<file path="config.mk">
export PLATFORM = sky130hd
export DESIGN_NAME = prod_accum_flat
export DESIGN_NICKNAME = d
export VERILOG_FILES = /design/src/rtl/prod_accum_if.sv /design/src/rtl/prod_accum.sv /design/src/flat_wrapper.sv
export SDC_FILE = /design/constraint.sdc
export NUM_CORES = 1
export LEC_CHECK = 0
export BUFFER_PORTS_ARGS = -buffer_cell sky130_fd_sc_hd__buf_2
export CAP_MARGIN = 20
export CORE_MARGIN = 3
export CORE_UTILIZATION = 56
export DETAILED_ROUTE_END_ITERATION = 8
export MAX_ROUTING_LAYER = met4
export PLACE_DENSITY = 0.78
export SLEW_MARGIN = 20
export SYNTH_ARGS = -nofsm -noshare
export SYNTH_HDL_FRONTEND = slang
export SYNTH_SLANG_ARGS = --single-unit
export TNS_END_PERCENT = 30
</file>
<file path="constraint.sdc">
create_clock -name clk -period 3.46 [get_ports clk]
set_input_delay 0.692 -clock clk [delete_from_list [all_inputs] [get_ports clk]]
set_output_delay 0.692 -clock clk [all_outputs]
set_load 0.05 [all_outputs]
</file>
<file path="src/rtl/prod_accum_if.sv">
// Handshake bundle between the multiplier stage, the product accumulator and
// the result consumer. The master modport is the upstream/downstream environment.
interface prod_accum_if #(
  parameter int WIDTH = 16
);
  logic [2*WIDTH-1:0] p_in;
  logic               p_valid;
  logic               in_ready;
  logic [WIDTH-1:0]   out_data;
  logic               out_valid;
  logic               out_ready;
  logic               ovf;
  logic               drop;

  modport master (
    output p_in, p_valid, out_ready,
    input  in_ready, out_data, out_valid, ovf, drop
  );

  modport slave (
    input  p_in, p_valid, out_ready,
    output in_ready, out_data, out_valid, ovf, drop
  );
endinterface

</file>
<file path="src/rtl/prod_accum.sv">
// Sums ACC_LEN signed products, rounds half-up by 2^WIDTH and emits a WIDTH-bit result.
// Define PROD_ACCUM_SAT_EN to clip out-of-range results instead of wrapping them.
module prod_accum #(
  parameter int WIDTH   = 16,
  parameter int ACC_LEN = 8,
  parameter int GUARD   = 8
) (
  input logic         clk,
  input logic         rst_n,
  prod_accum_if.slave bus
);
  localparam int AW = 2*WIDTH + GUARD;
  localparam int RW = AW + 1 - WIDTH;
  localparam int CW = $clog2(ACC_LEN + 1);
  localparam logic [AW:0] RND = {{(AW+1-WIDTH){1'b0}}, 1'b1, {(WIDTH-1){1'b0}}};

  typedef enum logic [1:0] {
    IDLE = 2'd0,
    ACC  = 2'd1,
    DONE = 2'd2
  } state_t;

  state_t           state_r;
  logic [AW-1:0]    acc_r;
  logic [CW-1:0]    cnt_r;
  logic [WIDTH-1:0] out_data_r;
  logic             out_valid_r;
  logic             ovf_r;
  logic             drop_r;
  logic             in_ready_r;

  logic [AW-1:0]    p_ext_s;
  logic [AW-1:0]    sum_s;
  logic [AW:0]      rnd_sum_s;
  logic [RW-1:0]    r_s;
  logic [WIDTH-1:0] res_s;
  logic             res_ovf_s;
  logic             accept_s;
  logic             last_s;

  // True when the rounded value is representable in WIDTH signed bits.
  function automatic logic fits_width(input logic [RW-1:0] v);
    logic [RW-WIDTH:0] top;
    top = v[RW-1:WIDTH-1];
    return (top == {(RW-WIDTH+1){1'b0}}) || (top == {(RW-WIDTH+1){1'b1}});
  endfunction

  assign p_ext_s  = {{GUARD{bus.p_in[2*WIDTH-1]}}, bus.p_in};
  assign accept_s = bus.p_valid && in_ready_r;
  assign last_s   = accept_s && (cnt_r == CW'(ACC_LEN - 1));

  // Running sum including the current product, then round and range-reduce it.
  always_comb begin
    sum_s = {AW{1'b0}};
    if (state_r == ACC) begin
      sum_s = acc_r + p_ext_s;
    end else begin
      sum_s = p_ext_s;
    end
    // One extra bit keeps the rounding increment from wrapping the sum.
    rnd_sum_s = {sum_s[AW-1], sum_s} + RND;
    r_s       = rnd_sum_s[AW:WIDTH];
    res_ovf_s = !fits_width(r_s);
`ifdef PROD_ACCUM_SAT_EN
    if (res_ovf_s) begin
      res_s = r_s[RW-1] ? {1'b1, {(WIDTH-1){1'b0}}} : {1'b0, {(WIDTH-1){1'b1}}};
    end else begin
      res_s = r_s[WIDTH-1:0];
    end
`else
    res_s = r_s[WIDTH-1:0];
`endif
  end

  // Group FSM: accumulate, hold the result until taken, flag discarded products.
  always_ff @(posedge clk or negedge rst_n) begin
    if (!rst_n) begin
      state_r     <= IDLE;
      acc_r       <= {AW{1'b0}};
      cnt_r       <= {CW{1'b0}};
      out_data_r  <= {WIDTH{1'b0}};
      out_valid_r <= 1'b0;
      ovf_r       <= 1'b0;
      drop_r      <= 1'b0;
      in_ready_r  <= 1'b0;
    end else begin
      if (bus.p_valid && !in_ready_r) begin
        drop_r <= 1'b1;
      end
      case (state_r)
        IDLE, ACC: begin
          if (accept_s) begin
            acc_r <= sum_s;
            cnt_r <= cnt_r + CW'(1);
            if (last_s) begin
              state_r     <= DONE;
              out_valid_r <= 1'b1;
              out_data_r  <= res_s;
              ovf_r       <= res_ovf_s;
              in_ready_r  <= 1'b0;
            end else begin
              state_r    <= ACC;
              in_ready_r <= 1'b1;
            end
          end else begin
            in_ready_r <= 1'b1;
          end
        end
        DONE: begin
          if (out_valid_r && bus.out_ready) begin
            state_r     <= IDLE;
            acc_r       <= {AW{1'b0}};
            cnt_r       <= {CW{1'b0}};
            out_valid_r <= 1'b0;
            ovf_r       <= 1'b0;
            in_ready_r  <= 1'b1;
          end
        end
        default: begin
          state_r     <= IDLE;
          acc_r       <= {AW{1'b0}};
          cnt_r       <= {CW{1'b0}};
          out_valid_r <= 1'b0;
          ovf_r       <= 1'b0;
          in_ready_r  <= 1'b0;
        end
      endcase
    end
  end

  assign bus.in_ready  = in_ready_r;
  assign bus.out_data  = out_data_r;
  assign bus.out_valid = out_valid_r;
  assign bus.ovf       = ovf_r;
  assign bus.drop      = drop_r;
endmodule

</file>
<file path="src/flat_wrapper.sv">
// flat-port wrapper written by rule: the top's interface ports become plain ports
module prod_accum_flat 
#(
  parameter int WIDTH   = 16,
  parameter int ACC_LEN = 8,
  parameter int GUARD   = 8
)
  (clk, rst_n, bus_p_in, bus_p_valid, bus_out_ready, bus_in_ready, bus_out_data, bus_out_valid, bus_ovf, bus_drop);
  prod_accum_if #(.WIDTH(WIDTH)) bus_i ();
  input logic clk;
  input logic rst_n;
  input wire logic [$bits(bus_i.p_in)-1:0] bus_p_in;
  input wire logic [$bits(bus_i.p_valid)-1:0] bus_p_valid;
  input wire logic [$bits(bus_i.out_ready)-1:0] bus_out_ready;
  output wire logic [$bits(bus_i.in_ready)-1:0] bus_in_ready;
  output wire logic [$bits(bus_i.out_data)-1:0] bus_out_data;
  output wire logic [$bits(bus_i.out_valid)-1:0] bus_out_valid;
  output wire logic [$bits(bus_i.ovf)-1:0] bus_ovf;
  output wire logic [$bits(bus_i.drop)-1:0] bus_drop;
  assign bus_i.p_in = bus_p_in;
  assign bus_i.p_valid = bus_p_valid;
  assign bus_i.out_ready = bus_out_ready;
  assign bus_in_ready = bus_i.in_ready;
  assign bus_out_data = bus_i.out_data;
  assign bus_out_valid = bus_i.out_valid;
  assign bus_ovf = bus_i.ovf;
  assign bus_drop = bus_i.drop;
  prod_accum #(.WIDTH(WIDTH), .ACC_LEN(ACC_LEN), .GUARD(GUARD)) u_core (.clk(clk), .rst_n(rst_n), .bus(bus_i));
endmodule
</file>
======== After elaboration in Yosys (flattened, before gate mapping) ========
Cells that the tools add are included.
Widths: inputs -> output; s select.
operators by class
  add/subtract/negate cells ............... 3
  reduce and logical (&&, ||, !) cells .... 13
  equal/unequal tests ..................... 7
  mux-type cells .......................... 22
operators by type and width
  cell                    number
  $mux 40                 3
  $pmux 40 s2             1
  $add 40x17->41 const B  1
  $add 40x40->40          1
  $eq 10x10->1 const B    1
  $logic_not 10->1        1
  $mux 1                  8
  $mux 4                  2
  $pmux 4 s2              1
  $mux 2                  3
  $ne 2x1->1 const B      3
  $pmux 1 s2              3
  $reduce_and 3->1        2
  $add 4x1->4 const B     1
  $eq 4x3->1 const B      1
  $logic_and 1x1->1       4
  $pmux 2 s2              1
  $eq 2x1->1 const B      1
  $eq 2x2->1 const B      1
  $logic_not 1->1         2
  $logic_not 2->1         1
  $reduce_and 2->1        1
  $reduce_or 2->1         1
  $logic_or 1x1->1        1
storage, ports and cells
  register bits ........................... 66
  output and inout bits ................... 20
  input bits .............................. 36

======== Logic depth before layout (Yosys ltp) ========
  depth in word-level cells ............... 9
  depth in mapped cells ................... 16

======== Worst setup path before layout ========
No wires, ideal clock.
  kind .................................... input-to-reg
  from .................................... in bus_p_in[0]
  to ...................................... reg u_core.ovf_r, in the netlist u_core.bus.ovf
  stages on the path ...................... 14
  buffers on the path ..................... 0
  data required time ...................... 3,334 ps
  arrival ................................. 4,022 ps
  slack ................................... -688 ps
  cell sequence ........................... ha_1 > inv_1 > fa_1 > nand2b_1 > a21oi_2 > o21ai_1 > a2111oi_0 > nor4bb_1 > o31a_1 > nor4b_4 > nand4_1 > xnor2_1 > or4_1 > o311a_1
between the ends
  cells in the longest elaborated chain, start to end .. 9
ends and longest elaborated chain
  what                                              line                text
  start: declaration                                flat_wrapper.sv:12  input wire logic [$bits(bus_i.p_in)-1:0] bus_p_in;
  $add 40x40->40                                    prod_accum.sv:56    sum_s = acc_r + p_ext_s;
  $mux 40 (*)                                       prod_accum.sv:55    if (state_r == ACC) begin
  $add 40x17->41 (*)                                prod_accum.sv:61    rnd_sum_s = {sum_s[AW-1], sum_s} + RND;
  $eq 10x10->1 or $logic_not 10->1 (tied branches)  prod_accum.sv:45    return (top == {(RW-WIDTH+1){1'b0}}) || (top == {(RW-WIDTH+1){1'b1}});
  $logic_or 1x1->1 (*)                              prod_accum.sv:45
  $logic_not 1->1 (*)                               prod_accum.sv:63    res_ovf_s = !fits_width(r_s);
  $mux 1 (*)                                        prod_accum.sv:95    if (last_s) begin
  $mux 1 (*)                                        prod_accum.sv:92    if (accept_s) begin
  $pmux 1 s2 (*)                                    prod_accum.sv:90    case (state_r)
  end signal: assignment                            prod_accum.sv:99    ovf_r <= res_ovf_s;
  end: declaration                                  prod_accum.sv:28    logic ovf_r;
Mark *: on every way between the ends. The rest lies on a longest branch, timed or not. The select of a mux whose other input is x is not followed.
A chain may end at the register's enable or synchronous reset.

======== Final worst setup path ========
  from .................................... in bus_p_in[23]
  to ...................................... reg u_core.ovf_r, in the netlist u_core.bus.ovf
The elaborated chain is that of the path after synthesis.

==> flow_metrics.env <==
export IMPL_status="finished with violations"
export IMPL_violations="DRC, setup timing"
export IMPL_row_count=38
export IMPL_max_freq_mhz=233
export IMPL_synth_ff_type="dfrtp_1"
export IMPL_wl_per_cell_um=25.3
export IMPL_netlist_instances=830
export IMPL_startpoint_type="input pin"
export IMPL_synth_seq_area_share_pct=25.2
export IMPL_period_minus_slack_ns=4.29
export IMPL_fillers=507
export IMPL_drc_errors=21
export IMPL_tightestPinTransition_ns=1.05
export IMPL_r2r_slack_ns=-0.83
export IMPL_ir_drop_uv=390
export IMPL_die_h_um=114
export IMPL_worstPathCellList="buf_2 > ha_1 > a21oi_1 > o21ai_0 > buf_4 > nor2_1 > buf_4 > nand2_1 > nor3_1 > a311oi_1 > nand4b_1 > buf_4 > buf_4 > nor4_1 > and4_1 > o211ai_1 > o311a_1"
export IMPL_clockBufferDepth=2
export IMPL_syn_nets=908
export IMPL_drt_iter0_drc=1967
export IMPL_grt_overflow=0
export IMPL_cellPowerDensity_nw_per_um2=236
export IMPL_clk_pin_slew_ns=0.07
export IMPL_ff2ff_path_depth=16
export IMPL_grt_pass1_wl_mm=44.8
export IMPL_die_w_um=114
export IMPL_die_area_sq_um=13100
export IMPL_grt_util_all_layers_pct=45.1
export IMPL_max_cap_viol_count=0
export IMPL_synthesis_area_sq_um=6560
export IMPL_crit_start="bus_p_in[23]"
export IMPL_drv_slew=0
export IMPL_rsz0062_at_grt="true"
export IMPL_crit_arrival_ns=4.54
export IMPL_power_frac_seq_pct=32.9
export IMPL_p_sw_uw=703
export IMPL_drive_gt1_share_pct=41.2
export IMPL_cts_tree="yes"
export IMPL_fin_skew_ns=0.0163
export IMPL_cts_hold_buf=0
export IMPL_stdcell_count=1285
export IMPL_vias=9334
export IMPL_start_util_pct=59.0
export IMPL_grt_pass1_vias=8614
export IMPL_fin_util_pct=89.4
export IMPL_hold_viol_final=0
export IMPL_cts_root_buf="clkbuf_16"
export IMPL_pin_count=56
export IMPL_power_frac_comb_pct=20.5
export IMPL_ys_ff_latch=66
export IMPL_rr_endpoint="u_core.bus.ovf"
export IMPL_slowest_delay_ns=0.38
export IMPL_area_growth_pct=51.5
export IMPL_grt_max_degree=34
export IMPL_ant_nets=0
export IMPL_postPlaceCellArea_sq_um=8850
export IMPL_htreeDepth=3
export IMPL_post_place_cells=1241
export IMPL_critPathMaxFanout=3
export IMPL_p_sw_share_pct=30.0
export IMPL_detail_route_vias_per_cell=7.26
export IMPL_dp_hpwl_mm=20.0
export IMPL_relSlewSlack_pct=28.9
export IMPL_critical_path_required_ns=3.71
export IMPL_crit_slowest_cell="a21oi_1"
export IMPL_globalplace_congestion=1.05
export IMPL_antenna_found_initial=1
export IMPL_first_pass_iters=9
export IMPL_finalWirelength_mm=32.6
export IMPL_hold_path_class="input pin to asynchronous set/reset pin"
export IMPL_numCtsBuffers=9
export IMPL_cp_endpoint="u_core.bus.ovf"
export IMPL_p_clk_share_pct=46.6
export IMPL_endpoint_kind="register"
export IMPL_synth_edff_count=0
export IMPL_cts_sinks=66
export IMPL_r2r_start="u_core.acc_r[23]"
export IMPL_avgSynthCellArea_sq_um=7.91
export IMPL_cp_common_cell="buf_4"
export IMPL_fp_coreArea_sq_um=11100
export IMPL_stdcell_area_sq_um=9950
export IMPL_fin_ws_ns=-0.833
export IMPL_ys_warn_count=0
export IMPL_port_buffers=55
export IMPL_p_leak_uw=0.00476
export IMPL_internal_power_uw=1640
export IMPL_ys_types=88
export IMPL_clk_latency_ns=0.36
export IMPL_critical_path_class="input pin to register"
export IMPL_setup_viol=11
export IMPL_nets=1217
export IMPL_synthArstFlopShare_pct=100
export IMPL_fin_crit_sh_pct=124
-- layout make-up --
class                           count  area (sq um)  area share [%]
Antenna cell                        1          2.50          0.0252
Clock buffer                       10           239            2.40
Clock inverter                      6          88.8           0.893
Inverter                           11          41.3           0.415
Multi-Input combinational cell    703          5200            52.3
Sequential cell                    66          1650            16.6
Tap cell                          140           175            1.76
Timing Repair Buffer              348          2550            25.6
-- registers in the layout (all words and copies together), names as in the netlist --
register,cells
u_core.acc_r,40
u_core.bus.out_data,16
u_core.cnt_r,4
u_core.state_r,2
u_core.bus.drop,1
u_core.bus.in_ready,1
u_core.bus.out_valid,1
u_core.bus.ovf,1
-- synth_stat cells, types with 13 or more instances --
cell type    n  area, sq um
xnor2_1     31          272
nand2_1    113          424
clkbuf_1    27          101
nand3_1     21          105
nor3_1      14         70.1
mux2i_1     15          150
nand4_1     28          175
buf_2       18         90.1
a21oi_1     54          270
o21ai_1     15         75.1
dfrtp_1     66         1650
o21ai_0     64          320
o211ai_1    13         97.6
nor2_1      57          214
a22o_1      18          158
a21o_1      27          203
ha_1        41          513
-- repair_timing --
action / 4_1_cts / 5_1_grt
pin swaps: 31 / 27
cloned: 0 / 0
resized for setup: 56 / 63
buffers inserted: 19 / 10
setup endpoints to repair: 9 / 14
-- metal layers --
metal,global-route usage (%),up-vias,part of all wire (%)
met3,7.56,361,14
met4,20.8,0,8.7
met1,57.1,4207,35
met5,-,-,0
met2,70.8,1013,42
li1,-,3753,-
-- how the worst min path moves through the flow --
stage	start	to	slack [ns]
5_1_grt	rst_n	u_core.acc_r[8]	0.46
2_1_floorplan	rst_n	u_core.acc_r[0]	0.40
4_1_cts	rst_n	u_core.acc_r[8]	0.44
3_3_place_gp	u_core.bus.drop	u_core.bus.drop	0.44
3_5_place_dp	u_core.acc_r[14]	u_core.acc_r[14]	0.47
6_report	rst_n	u_core.acc_r[8]	0.40
-- power by group through the flow --
stage / clock network [uW] / registers [uW] / logic (uW)
floorplan: 0 / 786 / 173
finish: 1090 / 771 / 480
CTS: 1060 / 772 / 419
global placement: 0 / 786 / 372
global route: 1100 / 771 / 497
detailed placement: 0 / 786 / 387
-- cells by family (layout without fill, tap and decap cells) --
logic type	after synthesis	count (layout)	synth area share, %
AND/OR/NAND/NOR	314	314	23.8
AO/OA/AOI/OAI	290	290	30.9
flip-flops	66	66	25.2
buffers and inverters	61	375	4.00
adder cells (fa/ha/maj)	42	42	8.12
XOR/XNOR	39	39	5.20
multiplexers	18	18	2.80
other	0	1	0
-- placed cells by master, fill, tap and decap left out, types with 5 or more instances in the layout --
master and instances:
buf_6 11, o21ai_1 17, a22o_1 17, ha_1 29
buf_2 51, nand3_1 18, nand2_1 111, nor2_1 56
clkbuf_16 9, buf_4 284, nand4_1 28, xnor2_2 6
mux2i_1 15, o221ai_1 6, a21oi_1 47, o211ai_1 13
a211oi_1 6, inv_1 9, o31ai_1 6, and2_1 10
a21oi_2 7, a31oi_1 6, a21o_1 27, ha_4 8
nor2b_1 6, o21ai_2 12, and3_1 9, nor3_1 11
a211oi_2 5, o21ai_0 51, dfrtp_1 66, o21a_1 8
xor2_1 7, nand2b_1 10, xnor2_1 25
-- worst max-delay path, delay by kind of cell --
family / cells / cell delay, ns
compound gates: 5 / 1.05
simple gates: 6 / 1.59
fa+ha+maj: 1 / 0.34
buf+inv: 5 / 0.86
-- through the flow --
| stage | setup WS (ns) | TNS [ns] | hold slack, ns | total power, uW |
|---|---|---|---|---|
| after CTS | -0.513 | -1.41 | 0.437 | 2250 |
| after global placement | -0.952 | -5.23 | 0.437 | 1160 |
| final | -0.833 | -3.30 | 0.400 | 2340 |
| after floorplan | -0.616 | -0.649 | 0.396 | 959 |
| after global routing | -0.903 | -4.00 | 0.462 | 2370 |
| after detailed placement | -1.08 | -7.05 | 0.471 | 1170 |
Power figures use the tool's default switching activity.
